===== src/rtl/pixel_write_engine_pkg.sv =====
// Shared constants for the pixel path: screen geometry, field widths,
// the 32-bit pixel word layout used by the line drawing stage, and FSM states.
package pixel_write_engine_pkg;

    localparam int H_RES       = 640;
    localparam int V_RES       = 480;
    localparam int FB_WORDS    = H_RES * V_RES;
    localparam int COORD_WIDTH = 10;
    localparam int COLOR_WIDTH = 12;
    localparam int ADDR_WIDTH  = 19;

    // pixel word: {x[31:22], y[21:12], color[11:0]}
    localparam int PIX_X_LSB = 22;
    localparam int PIX_Y_LSB = 12;
    localparam int PIX_C_LSB = 0;

    typedef enum logic [1:0] {
        DRAW  = 2'd0,
        DRAIN = 2'd1,
        CLEAR = 2'd2
    } state_t;

endpackage


===== src/rtl/fb_addr_calc.sv =====
// Combinational screen clip and linear frame-buffer address (y*H_RES + x).
// A 640-wide screen uses a shift-add instead of a general multiplier.
module fb_addr_calc
    import pixel_write_engine_pkg::*;
#(
    parameter int H_RES       = pixel_write_engine_pkg::H_RES,
    parameter int V_RES       = pixel_write_engine_pkg::V_RES,
    parameter int COORD_WIDTH = pixel_write_engine_pkg::COORD_WIDTH,
    parameter int ADDR_WIDTH  = pixel_write_engine_pkg::ADDR_WIDTH
) (
    input  logic [COORD_WIDTH-1:0] x,
    input  logic [COORD_WIDTH-1:0] y,
    output logic                   clip,
    output logic [ADDR_WIDTH-1:0]  addr
);

    localparam logic [COORD_WIDTH:0] H_LIM = (COORD_WIDTH+1)'(H_RES);
    localparam logic [COORD_WIDTH:0] V_LIM = (COORD_WIDTH+1)'(V_RES);

    logic [ADDR_WIDTH-1:0] x_ext;
    logic [ADDR_WIDTH-1:0] y_ext;

    assign x_ext = ADDR_WIDTH'(x);
    assign y_ext = ADDR_WIDTH'(y);
    assign clip  = ({1'b0, x} >= H_LIM) || ({1'b0, y} >= V_LIM);

    generate
        if (H_RES == 640) begin : g_shift
            // 640 = 512 + 128
            assign addr = (y_ext << 9) + (y_ext << 7) + x_ext;
        end else begin : g_mul
            localparam logic [ADDR_WIDTH-1:0] H_MUL = ADDR_WIDTH'(H_RES);
            assign addr = y_ext * H_MUL + x_ext;
        end
    endgenerate

endmodule


===== src/rtl/pixel_write_engine.sv =====
// Clips incoming pixels, converts them to frame-buffer writes over rts/rtr,
// and runs a full-screen clear with a programmed colour.
//   state | meaning
//   DRAW  | normal pixel stream, in_rtr may be high
//   DRAIN | clear requested, flushing stage A and output register
//   CLEAR | writing latched colour to every frame-buffer word
module pixel_write_engine
    import pixel_write_engine_pkg::*;
#(
    parameter int H_RES       = pixel_write_engine_pkg::H_RES,
    parameter int V_RES       = pixel_write_engine_pkg::V_RES,
    parameter int COORD_WIDTH = pixel_write_engine_pkg::COORD_WIDTH,
    parameter int COLOR_WIDTH = pixel_write_engine_pkg::COLOR_WIDTH,
    parameter int ADDR_WIDTH  = pixel_write_engine_pkg::ADDR_WIDTH
) (
    input  logic                   clk,
    input  logic                   rst_,
    input  logic [31:0]            in_pixel,
    input  logic                   in_rts,
    output logic                   in_rtr,
    input  logic                   clear_req,
    input  logic [COLOR_WIDTH-1:0] clear_color,
    output logic                   busy,
    output logic [ADDR_WIDTH-1:0]  out_addr,
    output logic [COLOR_WIDTH-1:0] out_data,
    output logic                   out_rts,
    input  logic                   out_rtr,
    output logic [31:0]            pix_count,
    output logic [15:0]            clip_count
);

    localparam logic [ADDR_WIDTH-1:0] LAST_ADDR = ADDR_WIDTH'(H_RES * V_RES - 1);

    state_t                 state, state_nx;
    logic                   a_valid, a_clip;
    logic [ADDR_WIDTH-1:0]  a_addr;
    logic [COLOR_WIDTH-1:0] a_color;
    logic [COLOR_WIDTH-1:0] clr_color;
    logic [ADDR_WIDTH-1:0]  clr_cnt;
    logic [COORD_WIDTH-1:0] px, py;
    logic                   p_clip;
    logic [ADDR_WIDTH-1:0]  p_addr;
    logic                   a_adv, in_acc, out_acc, drain_done, clear_last;

    assign px = in_pixel[PIX_X_LSB +: COORD_WIDTH];
    assign py = in_pixel[PIX_Y_LSB +: COORD_WIDTH];

    fb_addr_calc #(
        .H_RES       (H_RES),
        .V_RES       (V_RES),
        .COORD_WIDTH (COORD_WIDTH),
        .ADDR_WIDTH  (ADDR_WIDTH)
    ) u_addr (
        .x    (px),
        .y    (py),
        .clip (p_clip),
        .addr (p_addr)
    );

    // stage A drains straight through when it holds a clipped pixel
    assign a_adv      = a_valid && (a_clip || !out_rts || out_rtr);
    assign in_rtr     = (state == DRAW) && (!a_valid || a_adv);
    assign in_acc     = in_rts && in_rtr;
    assign out_acc    = out_rts && out_rtr;
    assign drain_done = !a_valid && (!out_rts || out_rtr);
    assign clear_last = out_acc && (clr_cnt == LAST_ADDR);
    assign busy       = (state != DRAW);

    always_ff @(posedge clk or negedge rst_) begin
        if (!rst_) state <= DRAW;
        else       state <= state_nx;
    end

    always_comb begin
        state_nx = state;
        case (state)
            DRAW:    if (clear_req)  state_nx = DRAIN;
            DRAIN:   if (drain_done) state_nx = CLEAR;
            CLEAR:   if (clear_last) state_nx = DRAW;
            default: state_nx = DRAW;
        endcase
    end

    always_ff @(posedge clk or negedge rst_) begin
        if (!rst_) begin
            a_valid    <= 1'b0;
            a_clip     <= 1'b0;
            a_addr     <= '0;
            a_color    <= '0;
            clr_color  <= '0;
            clr_cnt    <= '0;
            out_rts    <= 1'b0;
            out_addr   <= '0;
            out_data   <= '0;
            pix_count  <= '0;
            clip_count <= '0;
        end else begin
            if (state == DRAW && clear_req) clr_color <= clear_color;

            if (in_acc) begin
                a_valid <= 1'b1;
                a_clip  <= p_clip;
                a_addr  <= p_addr;
                a_color <= in_pixel[PIX_C_LSB +: COLOR_WIDTH];
            end else if (a_adv) begin
                a_valid <= 1'b0;
            end

            if (state == CLEAR) begin
                if (out_rtr) begin
                    if (clear_last) begin
                        out_rts <= 1'b0;
                        clr_cnt <= '0;
                    end else begin
                        clr_cnt  <= clr_cnt + ADDR_WIDTH'(1);
                        out_addr <= clr_cnt + ADDR_WIDTH'(1);
                    end
                end
            end else if (state == DRAIN && drain_done) begin
                // first clear write is presented on the DRAIN->CLEAR edge
                out_rts  <= 1'b1;
                out_addr <= '0;
                out_data <= clr_color;
                clr_cnt  <= '0;
            end else if (a_adv && !a_clip) begin
                out_rts  <= 1'b1;
                out_addr <= a_addr;
                out_data <= a_color;
            end else if (out_rtr) begin
                out_rts <= 1'b0;
            end

            if (out_acc && state != CLEAR) pix_count <= pix_count + 32'd1;
            if (a_adv && a_clip && clip_count != 16'hFFFF) clip_count <= clip_count + 16'd1;
        end
    end

endmodule

===== config.mk =====
export PLATFORM = sky130hd
export DESIGN_NAME = pixel_write_engine
export DESIGN_NICKNAME = d
export VERILOG_FILES = /design/src/rtl/pixel_write_engine_pkg.sv /design/src/rtl/fb_addr_calc.sv /design/src/rtl/pixel_write_engine.sv
export SDC_FILE = /design/constraint.sdc
export NUM_CORES = 1
export LEC_CHECK = 0
export ABC_AREA = 0
export BUFFER_PORTS_ARGS = -buffer_cell sky130_fd_sc_hd__buf_2
export CORE_UTILIZATION = 55
export CTS_CLUSTER_DIAMETER = 200
export DETAILED_ROUTE_END_ITERATION = 10
export PLACE_DENSITY = 0.81
export SLEW_MARGIN = 20
export SYNTH_ARGS = -nofsm -noshare
export SYNTH_HDL_FRONTEND = slang
export SYNTH_SLANG_ARGS = --single-unit

===== constraint.sdc =====
create_clock -name clk -period 6.4 [get_ports clk]
set_clock_uncertainty 0.1 [all_clocks]
set_input_delay 1.28 -clock clk [delete_from_list [all_inputs] [get_ports clk]]
set_output_delay 1.28 -clock clk [all_outputs]
set_load 0.03 [all_outputs]

== After elaboration in Yosys (flattened, before gate mapping) ==
Cells that the tools add are included.

* Output and inout bits: 82
* Bits of input ports: 49
* Word-level logic and storage cells: 85
* Flip-flop bits (word level): 146

* $lt $le $gt $ge: 2
* Bitwise logic cells: 1
* Reductions and logical operators: 32
* Add/subtract/negate cells: 5
* Eq/ne operators: 10
* Muxes and demuxes: 23

{| class="wikitable"
|+ Operators with widths
! kind !! number
|-
| $mux 19 || 9
|-
| $add 32x1->32 const B || 1
|-
| $mux 12 || 2
|-
| $add 19x1->19 const B || 1
|-
| $add 19x10->19 || 1
|-
| $add 19x17->19 || 1
|-
| $eq 19x19->1 const B || 1
|-
| $add 16x1->16 const B || 1
|-
| $ne 16x16->1 const B || 1
|-
| $logic_and 1x1->1 || 12
|-
| $ne 2x2->1 const B || 6
|-
| $ge 10x10->1 const B || 1
|-
| $ge 10x9->1 const B || 1
|-
| $reduce_and 3->1 || 3
|-
| $mux 1 || 8
|-
| $reduce_bool 2->1 || 4
|-
| $mux 2 || 3
|-
| $pmux 2 s3 || 1
|-
| $reduce_bool 3->1 || 2
|-
| $logic_or 1x1->1 || 5
|-
| $reduce_and 2->1 || 2
|-
| $logic_not 1->1 || 3
|-
| $eq 2x1->1 const B || 1
|-
| $eq 2x2->1 const B || 1
|-
| 2 further kinds || 2
|}

== Longest topological paths before layout ==
* Depth in word-level cells: 8
* Depth in mapped cells: 9
* Gate-level depth less buffers: 9

== Hierarchy ==
A second synthesis with hierarchy kept.

* Cell total of the unflattened synthesis: 699
* Area, all modules: 7462.2 µm²

{| class="wikitable"
|+ Modules (own cells, without submodules)
! module !! cells each !! sequential area each (µm²) !! instances !! area each (µm²)
|-
| pixel_write_engine || 617 || 3653.5 || 1 || 6804.0
|-
| fb_addr_calc || 82 || 0.0 || 1 || 658.1
|}

== Worst setup path after synthesis ==
OpenSTA, ideal clock, no wires.

* Path kind: input to register
* Start: input port in_pixel[12]
* End: register a_addr[17]
* Stages on the path: 9
* Setup time: 0.133 ns
* Required time: 6.167 ns
* Data arrival time: 3.276 ns
* Setup slack: 2.891 ns
* Path buffers: 0
* Path through: inv_1 -> fa_1 -> inv_1 -> ha_1 -> a21o_1 -> a2111oi_0 -> a211oi_1 -> xnor2_1 -> o21ai_1

* Word-level cells in the longest chain between the ends: 2

{| class="wikitable"
|+ RTL lines
! item !! line !! source
|-
| start, declared || pixel_write_engine.sv:18 || <nowiki>input logic [31:0] in_pixel,</nowiki>
|-
| $add 19x17->19 || fb_addr_calc.sv:30 || <nowiki>assign addr = (y_ext << 9) + (y_ext << 7) + x_ext;</nowiki>
|-
| $add 19x10->19 || fb_addr_calc.sv:30 ||
|-
| end signal, assigned || pixel_write_engine.sv:103 || <nowiki>a_addr <= p_addr;</nowiki>
|-
| end, declared || pixel_write_engine.sv:36 || <nowiki>logic [ADDR_WIDTH-1:0] a_addr;</nowiki>
|}

No other way between the ends.
A chain may end at the register's enable or synchronous reset.

== Worst setup path after layout ==
* Start: input port in_pixel[12]
* End: register a_addr[16]

Same word-level chain as after synthesis.

==> summary.md <==
| Metric | Value |
|---|---|
| Status | finished clean |
| Initial antenna violation count | 0 |
| Hold Path Class | register to register |
| Cell total after placement | 969 |
| Util after Layout | about 67% |
| Hold-fix buffers, CTS | 0 |
| Main synth FF type | dfrtp_1 |
| Total wire length | around 17,000 um |
| IO Pins | 131 |
| CP Launch Type | input port |
| Core area | ~13,000 um2 |
| CTS clk-pin slew, worst paths | 0.06 ns |
| DR vias | roughly 5,800 |
| DR WL/cell | 17.0 um |
| Min cycle time layout | 3.47 ns |
| N_diodes | 0 |
| Switch share | 24.8% |
| CTS Buf Count | 17 |
| Vias/cell | about 5.8 |
| Clock Tree Buf Depth | 2 |
| Hold Path Origin | pix_count[31] |
| Die height | ~120 um |
| Final Cycle Share | 54.2% |
| Register bit total from synthesis | between 100 and 150 |
| WP data arrival | approximately 3.7 ns |
| Static Leakage | between 4 and 5 nW |
| Register Area | ~3700 um2 |
| CTS tree | yes |
| RePlAce Congestion | roughly 0.88 |
| Root buffer cell | clkbuf_16 |
| CTS Sinks | between 100 and 150 |
| Layout area overhead | 19.5% |
| Critical path cell sequence | buf_2 -> inv_1 -> fa_1 -> inv_1 -> fa_1 -> a211oi_1 -> o21bai_1 -> a31oi_1 -> nor4b_1 -> a211o_1 |
| Vias in the first global route | ~5,800 |
| Area share of the largest cell type after synthesis | between 40% and 50% |
| Port buffer count | 130 |
| Setup Viol. Count Final | 0 |
| Syn_area_per_cell | between 10 and 15 um2 |
| Htree depth | 4 |
| Reg2reg start | a_valid |
| RSZ-0062 raised after global routing | false |
| NumNets Final | 886 |
| Largest net degree at the start of global routing | 94 |
| Gate Count Post-Synth | 686 |
| Worst skew pair latency | between 0.4 and 0.5 ns |
| Post-synth top area cell | dfrtp_1 |
| Placed wire-length estimate | 12,100 um |
| Crit-path max FO | 3 |
| Fillers | roughly 1,000 |
| Seq/Total Area, Yosys | roughly half |
| Slew HR | between 20% and 30% |
| Detailed Routing Iterations Pass 1 | 5 |
| Grt total ovfl | 0 |
| # DRC | 0 |
| Most frequent cell after synthesis | dfrtp_1 |
| Comb power frac | about 11% |
| Synth top cells by count | dfrtp_1, nand2_1, xnor2_1 |
| First-pass GRT wire length | between 20,000 and 30,000 um |
| Number of flops mapped to enable cells by yosys | 0 |
| Hold violation count in the final report | 0 |
| Violation count after the first detailed-route iteration | 375 |
| Setup total negative slack | 0 ns |
| Antenna Nets Post-Route | 0 |
| Clk pwr share | 46.0% |
| Initial Utilization | 56.5% |
| Psw | about 0.60 mW |
| Int Pwr | between 1.5 and 2 mW |
| Kind of cell adding the most delay to the critical path | compound AO/OA/AOI/OAI gates |
| Max incr delay on CP | 0.54 ns |
| Synthesized cell area | approximately 7500 um2 |
| Async S/R FF share, synth | 100% |
| Post-CTS sizing | 0 |
| Crit path from | in_pixel[12] |
| Top post-synthesis cells by area | dfrtp_1, mux2_1, xnor2_1, ha_1, nand2_1 |
| Site Rows | 42 |
| Area of the multi-input gates | around 3600 um2 |
| Worst VDD drop | 0.000182 V |
| PwrDens | around 270 nW/um2 |
| Layout cell share with drive strength beyond 1 | ~25% |
| Crit Path Class | input port to register |
| Chip width | about 120 um |
| CP required | between 6 and 7 ns |
| CP Capture Type | register |
| Fmax | just under 300 MHz |
| Post-CTS Setup Bufs | 0 |
| Worst Max-Slew Pin Slew | between 1 and 1.5 ns |
| Synth cell types | 64 |
| Buf/Inv on CP | 3 |
| Mapped Nets | ~760 |
| Gr usage total | approximately a quarter |
| Register share of total power | between 40% and 50% |
| Critical Path Slowest Stage Cell | fa_1 |
| Max Slew Vio Count | 0 |
| Final non-filler cell total | between 1,000 and 1,500 |
| Max Cap Violations | 0 |
| Synth warnings | 0 |
| Full die area | around 14,000 um2 |
==> metrics by stage <==
stage	area [um2]	power [mW]	hold WS [ns]	worst slack [ns]
after floorplan	7480	1.21	0.355	2.89
after global placement	8270	1.30	0.361	2.66
after detailed placement	8270	1.31	0.362	2.55
after CTS	8920	2.41	0.370	2.96
after global routing	8940	2.49	0.402	2.80
final	8940	2.40	0.362	2.93
==> kinds of logic after synthesis <==
logic type      synth area share (%)
buf+inv                         2.51
simple gates                    16.8
fa+ha+maj                       4.22
mux                             10.2
flops                           48.8
compound gates                  9.84
xor+xnor                        7.61
==> placed cells by master, fill, tap and decap left out, types with 3 or more instances in the layout <==
cell and count:
a21o_1 10, a21oi_1 8, a22o_1 13, a31oi_1 13, and2_1 5, and3_1 16, and4_1 3, buf_2 129
buf_4 7, bufinv_16 5, clkbuf_16 17, dfrtp_1 146, ha_1 22, inv_1 12, mux2_1 37, mux2_2 19
mux2i_1 13, nand2_1 58, nand2b_1 5, nand3_1 35, nand4_1 26, nor2_1 29, nor2b_1 3, nor3_1 10
nor3_2 3, nor4_1 5, o21a_1 3, o21ai_0 30, o21ai_1 16, or2_2 5, or3_1 5, or4_1 4
xnor2_1 42, xor2_1 23
==> worst paths after layout <==
kind / endpoint / slack [ns] / cells after the start
hold / removal: pix_count[31] / 0.36 / 1
hold reg to reg: pix_count[31] / 0.36 / 1
setup reg to reg: a_addr[16] / 3.75 / 6
min in group asynchronous: pix_count[10] / 0.82 / 1
setup / recovery: a_addr[16] / 2.93 / 10
max in group asynchronous: pix_count[24] / 4.18 / 2
==> final cells by class <==
| cell class | instances | share of cell area [%] |
|---|---|---|
| sequential | 146 | 40.9 |
| multi-input combinational | 498 | 40.7 |
| tap | 176 | 2.46 |
| timing repair buffer | 138 | 8.06 |
| clock inverter | 12 | 2.25 |
| inverter | 12 | 0.504 |
| clock buffer | 20 | 5.11 |
==> routing by layer <==
layer	global-route usage, %	routed length (um)
met1	32.7	7360
met2	42.8	8480
met3	5.26	807
met4	10.1	391
met5	0	0
==> state kept, by name, summed over array words and instances, names as in the netlist <==
| signal | cells |
|---|---|
| clr_cnt | 19 |
| a_addr | 19 |
| state | 2 |
| clr_color | 12 |
| a_clip | 1 |
| a_valid | 1 |
| out_data | 12 |
| out_rts | 1 |
| a_color | 12 |
| pix_count | 32 |
| clip_count | 16 |
| out_addr | 19 |
==> power groups by stage <==
stage	clock (mW)	sequential (mW)	combinational (mW)
final	1.10	1.03	0.263
after global routing	1.16	1.04	0.292
after CTS	1.11	1.03	0.266
after detailed placement	0	1.05	0.265
after global placement	0	1.04	0.253
after floorplan	0	1.05	0.165
==> worst register-to-register path: cells and delay by family, from the launching register on <==
| kind | cells | cell delay, ns |
|---|---|---|
| AO/OA/AOI/OAI | 2 | 0.53 |
| buffers and inverters | 1 | 0.45 |
| flip-flops | 1 | 0.44 |
| AND/OR/NAND/NOR | 3 | 1.01 |
Note: power is estimated with default switching activity, not from simulation.
